--- src/rtl/ysyx_22040895_ifu.sv ---
// ysyx_22040895_ifu -- instruction fetch unit
//
// Sits directly after the PC register. It accepts a fetch PC and issues one
// 64-bit read on a valid/ready memory port. It then selects the 32-bit
// instruction from the returned beat and holds that instruction for decode
// until decode takes it. At most one read is in flight at any time.
//
// Handshake rule used on every channel: a transfer happens on a rising clock
// edge where valid and ready are both high. Once a source raises valid, it
// keeps valid and its payload stable until that transfer happens. A sink may
// drive ready from its own state. The IFU is the source on the read-request
// channel (mem_arvalid_o/mem_araddr_o) and on the decode channel
// (inst_valid_o/inst_o/inst_pc_o/exc_o). It is the sink on the read-data
// channel (mem_rready_o) and on the PC channel (if_ready_o, with ce_i as
// valid).
//
// Ports
//   clk, rst                 clock (rising edge); synchronous active-high reset
//   pc_i, ce_i, if_ready_o   fetch PC in; PC valid; PC accepted this cycle
//   flush_i                  branch redirect, discards in-flight/held fetch
//   mem_ar*                  read request: valid, ready, 8-byte aligned addr
//   mem_r*                   read data: valid, ready, data, error
//   inst_valid_o, idu_ready_i, inst_o, inst_pc_o, exc_o   decode channel
//                            (exc: 0 none, 1 misaligned PC, 2 access fault)
//   fetch_cnt_o              instructions handed to decode (wraps)
//   state_o                  current FSM state (0 IDLE, 1 REQ, 2 WAIT, 3 HOLD)
module ysyx_22040895_ifu #(
    parameter int          ADDR_W   = 64,
    parameter int          DATA_W   = 64,
    parameter logic [31:0] NOP_INST = 32'h00000013
) (
    input  logic              clk,
    input  logic              rst,
    input  logic [ADDR_W-1:0] pc_i,
    input  logic              ce_i,
    output logic              if_ready_o,
    input  logic              flush_i,
    output logic              mem_arvalid_o,
    input  logic              mem_arready_i,
    output logic [ADDR_W-1:0] mem_araddr_o,
    input  logic              mem_rvalid_i,
    output logic              mem_rready_o,
    input  logic [DATA_W-1:0] mem_rdata_i,
    input  logic              mem_rerr_i,
    output logic              inst_valid_o,
    input  logic              idu_ready_i,
    output logic [31:0]       inst_o,
    output logic [ADDR_W-1:0] inst_pc_o,
    output logic [1:0]        exc_o,
    output logic [63:0]       fetch_cnt_o,
    output logic [1:0]        state_o
);

    typedef enum logic [1:0] {
        S_IDLE = 2'd0,
        S_REQ  = 2'd1,
        S_WAIT = 2'd2,
        S_HOLD = 2'd3
    } state_t;

    state_t            state_q, state_d;
    logic              drop_q, drop_d;
    logic [ADDR_W-1:0] pc_q, pc_d;
    logic [ADDR_W-1:0] araddr_q, araddr_d;
    logic [31:0]       inst_q, inst_d;
    logic [1:0]        exc_q, exc_d;
    logic [ADDR_W-1:0] inst_pc_q, inst_pc_d;
    logic [63:0]       cnt_q, cnt_d;
    logic              accept;

    // A PC is taken only from IDLE, or from HOLD in the same cycle that
    // decode takes the held instruction. This lets fetches run back to back.
    always_comb begin
        if_ready_o = !rst && !flush_i &&
                     ((state_q == S_IDLE) || ((state_q == S_HOLD) && idu_ready_i));
        accept     = if_ready_o && ce_i;
    end

    always_comb begin
        state_d   = state_q;
        drop_d    = drop_q;
        pc_d      = pc_q;
        araddr_d  = araddr_q;
        inst_d    = inst_q;
        exc_d     = exc_q;
        inst_pc_d = inst_pc_q;
        cnt_d     = cnt_q;

        case (state_q)
            S_IDLE: begin
                // Nothing here; a new PC is taken by the accept block below.
            end
            S_REQ: begin
                // A request that has been issued is never withdrawn. A flush
                // only marks the returning beat to be thrown away.
                if (flush_i) drop_d = 1'b1;
                if (mem_arready_i) state_d = S_WAIT;
            end
            S_WAIT: begin
                if (mem_rvalid_i) begin
                    inst_d = pc_q[2] ? mem_rdata_i[63:32] : mem_rdata_i[31:0];
                    exc_d  = mem_rerr_i ? 2'd2 : 2'd0;
                    if (drop_q || flush_i) begin
                        drop_d  = 1'b0;
                        state_d = S_IDLE;
                    end else begin
                        inst_pc_d = pc_q;
                        state_d   = S_HOLD;
                    end
                end else if (flush_i) begin
                    drop_d = 1'b1;
                end
            end
            S_HOLD: begin
                if (flush_i) begin
                    state_d = S_IDLE;
                end else if (idu_ready_i) begin
                    cnt_d   = cnt_q + 64'd1;
                    state_d = S_IDLE;
                end
            end
            default: state_d = S_IDLE;
        endcase

        // Accept overrides the HOLD->IDLE exit above when it happens back to back.
        if (accept) begin
            pc_d = pc_i;
            if (pc_i[1:0] != 2'b00) begin
                // A misaligned PC never reaches memory. It is reported as an exception.
                inst_d    = NOP_INST;
                exc_d     = 2'd1;
                inst_pc_d = pc_i;
                state_d   = S_HOLD;
            end else begin
                araddr_d = {pc_i[ADDR_W-1:3], 3'b000};
                state_d  = S_REQ;
            end
        end
    end

    always_ff @(posedge clk) begin
        if (rst) begin
            state_q   <= S_IDLE;
            drop_q    <= 1'b0;
            pc_q      <= '0;
            araddr_q  <= '0;
            inst_q    <= NOP_INST;
            exc_q     <= 2'd0;
            inst_pc_q <= '0;
            cnt_q     <= 64'd0;
        end else begin
            state_q   <= state_d;
            drop_q    <= drop_d;
            pc_q      <= pc_d;
            araddr_q  <= araddr_d;
            inst_q    <= inst_d;
            exc_q     <= exc_d;
            inst_pc_q <= inst_pc_d;
            cnt_q     <= cnt_d;
        end
    end

    // Channel valids/readies come straight from the state. Outside HOLD the
    // decode payload is forced to NOP with no exception.
    always_comb begin
        mem_arvalid_o = (state_q == S_REQ);
        mem_araddr_o  = araddr_q;
        mem_rready_o  = (state_q == S_WAIT);
        inst_valid_o  = (state_q == S_HOLD);
        inst_o        = (state_q == S_HOLD) ? inst_q : NOP_INST;
        exc_o         = (state_q == S_HOLD) ? exc_q : 2'd0;
        inst_pc_o     = inst_pc_q;
        fetch_cnt_o   = cnt_q;
        state_o       = state_q;
    end

endmodule

--- config.mk ---
export PLATFORM = sky130hd
export DESIGN_NAME = ysyx_22040895_ifu
export DESIGN_NICKNAME = d
export VERILOG_FILES = /design/src/rtl/ysyx_22040895_ifu.sv
export SDC_FILE = /design/constraint.sdc
export NUM_CORES = 1
export LEC_CHECK = 0
export ABC_AREA = 1
export ABC_CLOCK_PERIOD_IN_PS = 2660
export BUFFER_PORTS_ARGS = -buffer_cell sky130_fd_sc_hd__buf_2
export CORE_ASPECT_RATIO = 0.8
export CORE_UTILIZATION = 56
export CTS_CLUSTER_SIZE = 14
export DETAILED_ROUTE_END_ITERATION = 7
export GPL_ROUTABILITY_DRIVEN = 0
export PLACE_DENSITY = 0.91
export SLEW_MARGIN = 20
export SYNTH_ARGS = -nofsm -noshare
export SYNTH_HDL_FRONTEND = slang
export SYNTH_SLANG_ARGS = --single-unit
--- constraint.sdc ---
create_clock -name clk -period 2.66 [get_ports clk]
set_input_delay 0.266 -clock clk [delete_from_list [all_inputs] [get_ports clk]]
set_output_delay 0.266 -clock clk [all_outputs]
set_load 0.02 [all_outputs]
==> flow_summary.json, run 1 <==
{
  "cts_buffer_depth": 3,
  "final_common_cell": "nor2_1",
  "clockRootBuffer": "clkbuf_16",
  "path_clk_slew_ns": 0.06,
  "worst_setup_path_end_kind": "output pin",
  "finish.utilization_pct": 73.1,
  "pin_count": 368,
  "p_per_area_nw_per_um2": 682,
  "path_max_fanout": 35,
  "dpl.hpwl_um": 27500,
  "tns_ns": 0,
  "cts.sinks": 290,
  "clkPwrFrac_pct": 38.7,
  "grt_pass1_wl_um": 62300,
  "nNetsFinal": 2287,
  "r2r-start": "state_o[1]",
  "core_area_um2": 21900,
  "viasPerCell": 5.53,
  "hold_viol": 0,
  "die_area_um2": 23300,
  "grt_setup_unrepaired": "no",
  "row_count": 48,
  "crit_path_start_kind": "flip-flop",
  "setup_viol_count_final": 0,
  "ys_dominant_reg_cell": "dfxtp_1",
  "drive_gt1_share_pct": 22.0,
  "async_flop_share_pct": 0,
  "cts.repair.resized": 0,
  "drt_iter0_markers": 1282,
  "wl_per_cell_um": 16.4,
  "slowest_delay_ns": 0.40,
  "startpoint": "state_o[1]",
  "syn_area_um2": 12700,
  "hold_class": "input port to flip-flop",
  "num-fill-cells": 1671,
  "ir_drop_mv": 0.677,
  "synth-edff-count": 0,
  "hold-path-cell-count": 3,
  "holdPathEnd": "mem_araddr_o[61]",
  "worstSetupPathType": "flip-flop to output pin",
  "first_pass_iters": 5,
  "finalNonFillerCells": 2475,
  "syn_avg_cell_area_um2": 7.10,
  "critPathTopFamily": "buffers and inverters",
  "cts_buffers": 29,
  "clock_tree.htree_level_count": 1,
  "power.internal_mw": 7.80,
  "fin_skew_ns": 0.0215,
  "ant_nets": 0,
  "syn_inst": 1789,
  "synthDistinctLibCells": 41,
  "placed_cells": 2378,
  "cp.depth": 5,
  "tritoncts": "done",
  "hold_path_startpoint": "pc_i[61]",
  "synth_seq_cells": 290,
  "slew_viol_final": 0,
  "worstPathCellList": "ha_1 -> buf_4 -> inv_1 -> or2_2 -> buf_2",
  "grt_pass1_vias": 12400,
  "post-route-min-period_ns": 2.52,
  "arrival_ns": 2.26,
  "grt.overflow.total": 0,
  "r2r_slack_ns": 0.34,
  "ys_warn_count": 0,
  "swShare_pct": 28.6,
  "p_leak_nw": 7.39,
  "worst_pin_slew_ns": 0.745,
  "final_cell_mix": "nor2_1, buf_2, dfxtp_1, nand2_1, a21oi_1",
  "syn_to_final_growth_pct": 26.2,
  "drc": 0,
  "grt_max_degree": 80,
  "seq_power_share_pct": 44.0,
  "initial_utilization_pct": 57.9,
  "grtUsageTotal_pct": 33.5,
  "via_count": 13700,
  "p_switching_mw": 3.13,
  "antenna_found_initial": 9,
  "fmax_ghz": 0.396,
  "drt_wl_total_um": 40600,
  "slew_headroom_pct": 50.3,
  "worst_r2r_path_depth": 12,
  "die_h_um": 137,
  "reg2reg_to": "inst_q[0]",
  "die-width_um": 170,
  "period_share_pct": 94.9,
  "clk_latency_ns": 0.54,
  "combinationalPowerShare_pct": 17.3,
  "power_mw": 10.9,
  "status": "complete, no violations",
  "ys_seq_area_share_pct": 45.7,
  "critPathRequiredTime_ns": 2.39,
  "maxCapViolations": 0,
  "critPathBufInv": 3,
  "cp_slowest_cell": "dfxtp_1",
  "port_buffers": 364
}
==> cells by family (layout without fill, tap and decap cells) <==
logic type / after synthesis / in the layout / synth area share, %
other cells: 1 / 10 / 0.0295
xor+xnor: 10 / 10 / 0.690
fa+ha+maj: 5 / 5 / 0.493
flops: 290 / 290 / 45.7
mux: 15 / 15 / 1.20
buf+inv: 262 / 639 / 8.46
compound gates: 392 / 392 / 16.7
simple gates: 814 / 814 / 26.7
==> worst max-delay path by stage <==
| stage | to | slack, ns |
|---|---|---|
| 5_1_grt | inst_o[1] | 0.01 |
| 3_5_place_dp | inst_q[0] | 0.39 |
| 2_1_floorplan | inst_pc_o[12] | 0.58 |
| 6_report | inst_o[1] | 0.14 |
| 3_3_place_gp | inst_q[1] | 0.43 |
| 4_1_cts | inst_o[1] | 0.12 |
==> registers in the layout, summed over array words and instances, names as in the netlist <==
signal / flops
fetch_cnt_o: 64
inst_q: 32
pc_q: 64
drop_q: 1
exc_q: 2
mem_araddr_o: 61
state_o: 2
inst_pc_o: 64
==> routing by layer <==
metal  vias up  part of all wire, %  global-route usage, %
met5         -                0.062                      0
met2       782                   45                   54.2
met3       182                  9.1                   6.56
li1       6530                    -                      -
met1      6188                   39                   40.7
met4         4                  6.2                   22.2
==> stage by stage <==
stage / setup WS [ns] / area (um^2) / hold WS (ns)
after floorplan: 0.577 / 12700 / 0.401
final: 0.136 / 16000 / 0.0133
after detailed placement: 0.387 / 14600 / 0.438
after global placement: 0.433 / 14600 / 0.434
after global routing: 0.0143 / 16000 / 0.00952
after CTS: 0.124 / 16000 / 0.000726
==> Yosys cell counts, types with 4 or more instances <==
| master | instances | area [um^2] |
|---|---|---|
| nand3_1 | 38 | 190 |
| dfxtp_1 | 290 | 5810 |
| nor2_4 | 7 | 78.8 |
| nor2_1 | 390 | 1460 |
| xor2_1 | 9 | 78.8 |
| a211oi_1 | 41 | 308 |
| o21ai_0 | 128 | 641 |
| nand2_2 | 8 | 50.1 |
| nand2_1 | 285 | 1070 |
| a31oi_1 | 9 | 56.3 |
| inv_1 | 158 | 593 |
| mux2i_1 | 13 | 130 |
| nor3_1 | 37 | 185 |
| buf_1 | 8 | 30.0 |
| buf_2 | 41 | 205 |
| nor2_2 | 7 | 43.8 |
| ha_1 | 5 | 62.6 |
| or2_2 | 4 | 25.0 |
| a21oi_1 | 190 | 951 |
| nand4_1 | 24 | 150 |
| o211ai_1 | 4 | 30.0 |
| clkbuf_1 | 43 | 161 |
| buf_4 | 6 | 45.0 |
| o22ai_1 | 13 | 81.3 |
==> power groups by stage <==
stage	combinational (mW)	sequential, mW	clock [mW]
final	1.90	4.81	4.23
after global placement	1.77	4.88	0
after global routing	2.07	4.83	4.47
after CTS	1.87	4.80	4.28
after detailed placement	1.81	4.89	0
after floorplan	1.07	5.04	0
==> worst reg2reg max path: stages (launching register included) <==
cell      delay (ns)
dfxtp_1         0.40
ha_1            0.27
nand2_2         0.08
nand2_1         0.06
nand2_1         0.06
inv_2           0.08
nand2_4         0.08
inv_4           0.17
nand2_4         0.20
nand2_2         0.10
buf_4           0.44
inv_1           0.17
o211ai_1        0.12
==> final cells by class <==
| type | instances | area [um^2] | share of cell area (%) |
|---|---|---|---|
| multi-input cells | 1239 | 5830 | 36.4 |
| flip-flops and latches | 290 | 5810 | 36.2 |
| repair buffers | 424 | 2390 | 14.9 |
| clock buffers | 41 | 851 | 5.31 |
| inverters | 162 | 612 | 3.82 |
| well taps | 300 | 375 | 2.34 |
| clock inverters | 12 | 145 | 0.905 |
| diodes | 7 | 17.5 | 0.109 |
==> timing repair <==
action | 4_1_cts | 5_1_grt
hold buffers | 35 | 2
hold endpoints to repair | 35 | 2
setup buffers | 0 | 0
Note: power is estimated with default switching activity, not from simulation.
==> inputs of run 2 (changes only) <==
--- a/config.mk
+++ b/config.mk
@@ -13,6 +13,7 @@
 export CTS_CLUSTER_SIZE = 14
 export DETAILED_ROUTE_END_ITERATION = 7
 export GPL_ROUTABILITY_DRIVEN = 0
+export MAX_ROUTING_LAYER = met4
 export PLACE_DENSITY = 0.91
 export SLEW_MARGIN = 20
 export SYNTH_ARGS = -nofsm -noshare
==> run 2 against run 1 <==
Via count grew 0.69%. Final cell count is essentially flat. Highest routed layer is now met4. Power grew 0.15%. Register-to-register slack is essentially flat. Largest power group unchanged. Die area is the same.
==> flow_summary.json, run 2 (synthesized netlist as in run 1, its figures left out) <==
{
  "reg2reg_to": "inst_q[0]",
  "status": "complete, no violations",
  "ir_drop_mv": 0.677,
  "grt_pass1_vias": 12500,
  "hold_class": "input port to flip-flop",
  "initial_utilization_pct": 57.9,
  "num-fill-cells": 1671,
  "worst_pin_slew_ns": 0.742,
  "tns_ns": 0,
  "clock_tree.htree_level_count": 1,
  "critPathBufInv": 3,
  "syn_to_final_growth_pct": 26.2,
  "drive_gt1_share_pct": 22.0,
  "cts.sinks": 290,
  "clk_latency_ns": 0.55,
  "via_count": 13800,
  "grt_max_degree": 80,
  "critPathTopFamily": "buffers and inverters",
  "die-width_um": 170,
  "grt.met2_usage_pct": 54.3,
  "nNetsFinal": 2286,
  "crit_path_start_kind": "flip-flop",
  "cts_buffers": 29,
  "row_count": 48,
  "r2r-start": "state_o[1]",
  "hold_viol": 0,
  "p_leak_nw": 7.38,
  "final_cell_mix": "nor2_1, buf_2, dfxtp_1, nand2_1, a21oi_1",
  "die_area_um2": 23300,
  "slew_headroom_pct": 50.6,
  "tritoncts": "done",
  "drt_iter0_markers": 1141,
  "grt_pass1_wl_um": 62400,
  "slew_viol_final": 0,
  "critPathRequiredTime_ns": 2.39,
  "setup_viol_count_final": 0,
  "multi_input_area_um2": 5830,
  "post-cts-setup-buffers": 0,
  "period_share_pct": 95.1,
  "maxCapViolations": 0,
  "viasPerCell": 5.57,
  "p_per_area_nw_per_um2": 683,
  "cp_slowest_cell": "dfxtp_1",
  "die_h_um": 137,
  "path_clk_slew_ns": 0.06,
  "final_common_cell": "nor2_1",
  "first_pass_iters": 6,
  "fmax_ghz": 0.395,
  "r2r_slack_ns": 0.34,
  "grtUsageTotal_pct": 34.5,
  "met3_usage_pct": 6.39,
  "slowest_delay_ns": 0.40,
  "core_area_um2": 21900,
  "drc": 0,
  "drt_wl_total_um": 40700,
  "worstSetupPathType": "flip-flop to output pin",
  "hold_path_startpoint": "pc_i[61]",
  "cts.repair.resized": 0,
  "grt_setup_unrepaired": "no",
  "hold-path-cell-count": 3,
  "grt.overflow.total": 0,
  "grt-busiest-layer": "met2",
  "post-route-min-period_ns": 2.53,
  "worst_setup_path_end_kind": "output pin",
  "cts_buffer_depth": 3,
  "startpoint": "state_o[1]",
  "worst_r2r_path_depth": 12,
  "wl_per_cell_um": 16.4,
  "ant_nets": 0,
  "pin_count": 368,
  "fin_skew_ns": 0.0244,
  "dpl.hpwl_um": 27500,
  "arrival_ns": 2.26,
  "holdPathEnd": "mem_araddr_o[61]",
  "grtUsageMet1_pct": 40.9,
  "ff_latch_area_um2": 5810,
  "antenna_found_initial": 9,
  "path_max_fanout": 35,
  "port_buffers": 364,
  "place_area_um2": 14600,
  "worstPathCellList": "ha_1 -> buf_4 -> inv_1 -> or2_2 -> buf_2",
  "design_area_um2": 16000,
  "clockRootBuffer": "clkbuf_16"
}
==> run 2: timing repair <==
item | in CTS | in global routing
hold buffers | 35 | 1
hold endpoints to repair | 35 | 1
setup endpoints to repair | 0 | 0
==> run 2: through the flow <==
| step | hold WS [ns] | worst slack (ns) | total power, mW | std cells | util, % |
|---|---|---|---|---|---|
| 3_5_place_dp | 0.438 | 0.387 | 6.71 | 2378 | 66.8 |
| 4_1_cts | 0.000726 | 0.124 | 11.0 | 2466 | 73.0 |
| 5_1_grt | 0.00678 | 0.0105 | 11.4 | 2476 | 73.1 |
| 3_3_place_gp | 0.434 | 0.433 | 6.65 | 2378 | 66.8 |
| 6_report | 0.0110 | 0.129 | 10.9 | 2476 | 73.1 |
| 2_1_floorplan | 0.401 | 0.577 | 6.10 | 1791 | - |
==> run 2: final cells by class <==
class / count / share of cell area (%)
multi-input cells: 1239 / 36.4
flip-flops and latches: 290 / 36.2
repair buffers: 423 / 14.9
clock buffers: 41 / 5.31
inverters: 162 / 3.82
well taps: 300 / 2.34
clock inverters: 12 / 0.906
diodes: 9 / 0.141
==> run 2: worst max path at each step <==
stage | end | slack, ns | cells past startpoint
floorplan | inst_pc_o[12] | 0.58 | 12
global placement | inst_q[1] | 0.43 | 12
detailed placement | inst_q[0] | 0.39 | 12
CTS | inst_o[1] | 0.12 | 5
global route | inst_o[1] | 0.01 | 5
finish | inst_o[1] | 0.13 | 5
==> run 2: worst min-delay path, cell delays in order <==
cell,delay [ns]
buf_2,0.11
nor2_1,0.05
nor2_1,0.09
==> run 2: where the power goes <==
| group | switching (mW) | leakage [nW] | internal (mW) | total, mW |
|---|---|---|---|---|
| combinational | 1.26 | 4.54 | 0.634 | 1.90 |
| clock | 1.73 | 0.495 | 2.52 | 4.24 |
| sequential | 0.159 | 2.35 | 4.65 | 4.81 |
==> run 2: metal layers <==
metal / wire (um) / up-vias
li1: - / 6537
met1: 16100 / 6231
met2: 18400 / 826
met3: 3670 / 186
met4: 2490 / 0
met5: 0 / -
==> inputs of run 3 (changes only) <==
--- a/config.mk
+++ b/config.mk
@@ -15,6 +15,7 @@
 export GPL_ROUTABILITY_DRIVEN = 0
 export MAX_ROUTING_LAYER = met4
 export PLACE_DENSITY = 0.91
+export SETUP_SLACK_MARGIN = 0.5
 export SLEW_MARGIN = 20
 export SYNTH_ARGS = -nofsm -noshare
 export SYNTH_HDL_FRONTEND = slang
==> constraint.sdc (replaced) <==
create_clock -name clk -period 2.66 [get_ports clk]
set_input_delay 0.266 -clock clk [delete_from_list [all_inputs] [get_ports clk]]
set_output_delay 0.266 -clock clk [all_outputs]
set_load 0.01 [all_outputs]
==> run 3 against run 2 <==
First-iteration DRC count down 1.7%. Largest power group unchanged. Fmax up 21%. Design area up 0.91%. Routed wire length up 2.2%. Count of clock-buffer cells in the layout unchanged. Sequential share of layout area down 0.31 points. Largest cell class unchanged. Die area unchanged.
==> flow_summary.json, run 3 (synthesized netlist as in run 1, its figures left out) <==
{
  "die-width_um": 170,
  "drt_iter0_markers": 1122,
  "syn_to_final_growth_pct": 27.3,
  "cts_buffer_depth": 3,
  "hold_class": "input port to flip-flop",
  "drc": 0,
  "pin_count": 368,
  "hold_viol": 0,
  "worst_pin_slew_ns": 0.726,
  "fin_skew_ns": 0.0246,
  "tns_ns": 0,
  "period_share_pct": 78.4,
  "critPathTopFamily": "buffers and inverters",
  "worst_setup_path_end_kind": "output pin",
  "arrival_ns": 1.82,
  "initial_utilization_pct": 57.9,
  "cp_slowest_cell": "dfxtp_2",
  "power_mw": 10.9,
  "critPathRequiredTime_ns": 2.39,
  "drt_wl_total_um": 41600,
  "clk_latency_ns": 0.55,
  "grtUsageTotal_pct": 34.5,
  "cts_buffers": 29,
  "grt.overflow.total": 0,
  "setup_viol_count_final": 0,
  "worst_r2r_path_depth": 8,
  "worstPathCellList": "ha_4 -> buf_12 -> inv_1 -> or2_2 -> buf_2",
  "slew_headroom_pct": 51.6,
  "first_pass_iters": 6,
  "grt_pass1_vias": 12500,
  "slew_viol_final": 0,
  "nNetsFinal": 2290,
  "core_area_um2": 21900,
  "grt_setup_unrepaired": "yes",
  "wl_per_cell_um": 16.8,
  "maxCapViolations": 0,
  "grt_pass1_wl_um": 62400,
  "critPathBufInv": 3,
  "final_cell_mix": "nor2_1, buf_2, dfxtp_1, nand2_1, a21oi_1",
  "die_area_um2": 23300,
  "port_buffers": 364,
  "cts.sinks": 290,
  "tritoncts": "done",
  "fmax_ghz": 0.480,
  "p_per_area_nw_per_um2": 675,
  "path_max_fanout": 18,
  "status": "complete, no violations",
  "finish.utilization_pct": 73.8,
  "ant_nets": 0,
  "clock_tree.htree_level_count": 1,
  "row_count": 48,
  "grt_max_degree": 80,
  "path_clk_slew_ns": 0.06,
  "worst_slack_ns": 0.575,
  "ir_drop_mv": 0.664,
  "final_common_cell": "nor2_1",
  "hold-path-cell-count": 3,
  "die_h_um": 137,
  "post-route-min-period_ns": 2.09,
  "dpl.hpwl_um": 27500,
  "slowest_delay_ns": 0.38,
  "viasPerCell": 5.59,
  "crit_path_start_kind": "flip-flop",
  "drive_gt1_share_pct": 22.3,
  "antenna_found_initial": 9,
  "via_count": 13900,
  "p_leak_nw": 7.42,
  "worstSetupPathType": "flip-flop to output pin",
  "cp.depth": 5,
  "clockRootBuffer": "clkbuf_16",
  "num-fill-cells": 1654,
  "dp_slack_ns": 0.387
}
## run 3: cell types whose count changed in the layout (fill, tap and decap cells not counted), moves of 2 or more
cell       before  now
buf_4          22   19
buf_6           0    2
nand2_8         0    2
dfxtp_1       290  288
dfxtp_2         0    2
clkbuf_16      29   31
## run 3: area by class of cell
type	instances	area, um^2	share of cell area (%)
diodes	9	22.5	0.139
clock buffers	41	851	5.26
clock inverters	12	145	0.898
inverters	162	616	3.81
multi-input cells	1240	5880	36.4
flip-flops and latches	290	5810	35.9
well taps	300	375	2.32
repair buffers	426	2470	15.3
## run 3: power by group
part	switching [mW]	internal [mW]	total (mW)
clock	1.72	2.52	4.24
combinational	1.18	0.679	1.86
sequential	0.169	4.65	4.82
## run 3: metrics by stage
step | hold slack (ns) | instances | area, um^2
after floorplan | 0.401 | 1791 | 12700
after global placement | 0.434 | 2378 | 14600
after detailed placement | 0.438 | 2378 | 14600
after CTS | 0.000726 | 2466 | 16000
after global routing | 0.00678 | 2480 | 16200
final | 0.00455 | 2480 | 16200
## run 3: path summary, 6_finish.rpt
| kind | startpoint | to | slack (ns) |
|---|---|---|---|
| max | state_o[1] | inst_o[1] | 0.57 |
| min | pc_i[61] | mem_araddr_o[61] | 0.005 |
| max reg2reg | state_o[0] | inst_pc_o[40] | 0.59 |
| min reg2reg | pc_q[4] | pc_q[4] | 0.44 |
## run 3: per-layer routing
metal	part of all wire, %	track usage, %	up-vias
met4	6.4	22.3	0
met1	39	40.9	6266
li1	-	-	6529
met2	45	54.3	865
met3	8.9	6.39	197
met5	0	-	-
## run 3: worst min-delay path, cell delays in order
cell,delay [ns]
buf_2,0.10
nor2_1,0.05
nor2_1,0.09
## run 3: what timing repair did
item / 4_1_cts / 5_1_grt
cloned: 0 / 3
endpoints found under the setup margin: 61 / 82
gates resized for setup: 8 / 9
buffers inserted: 0 / 1
hold endpoints to repair: 35 / 1
hold buffers: 35 / 1
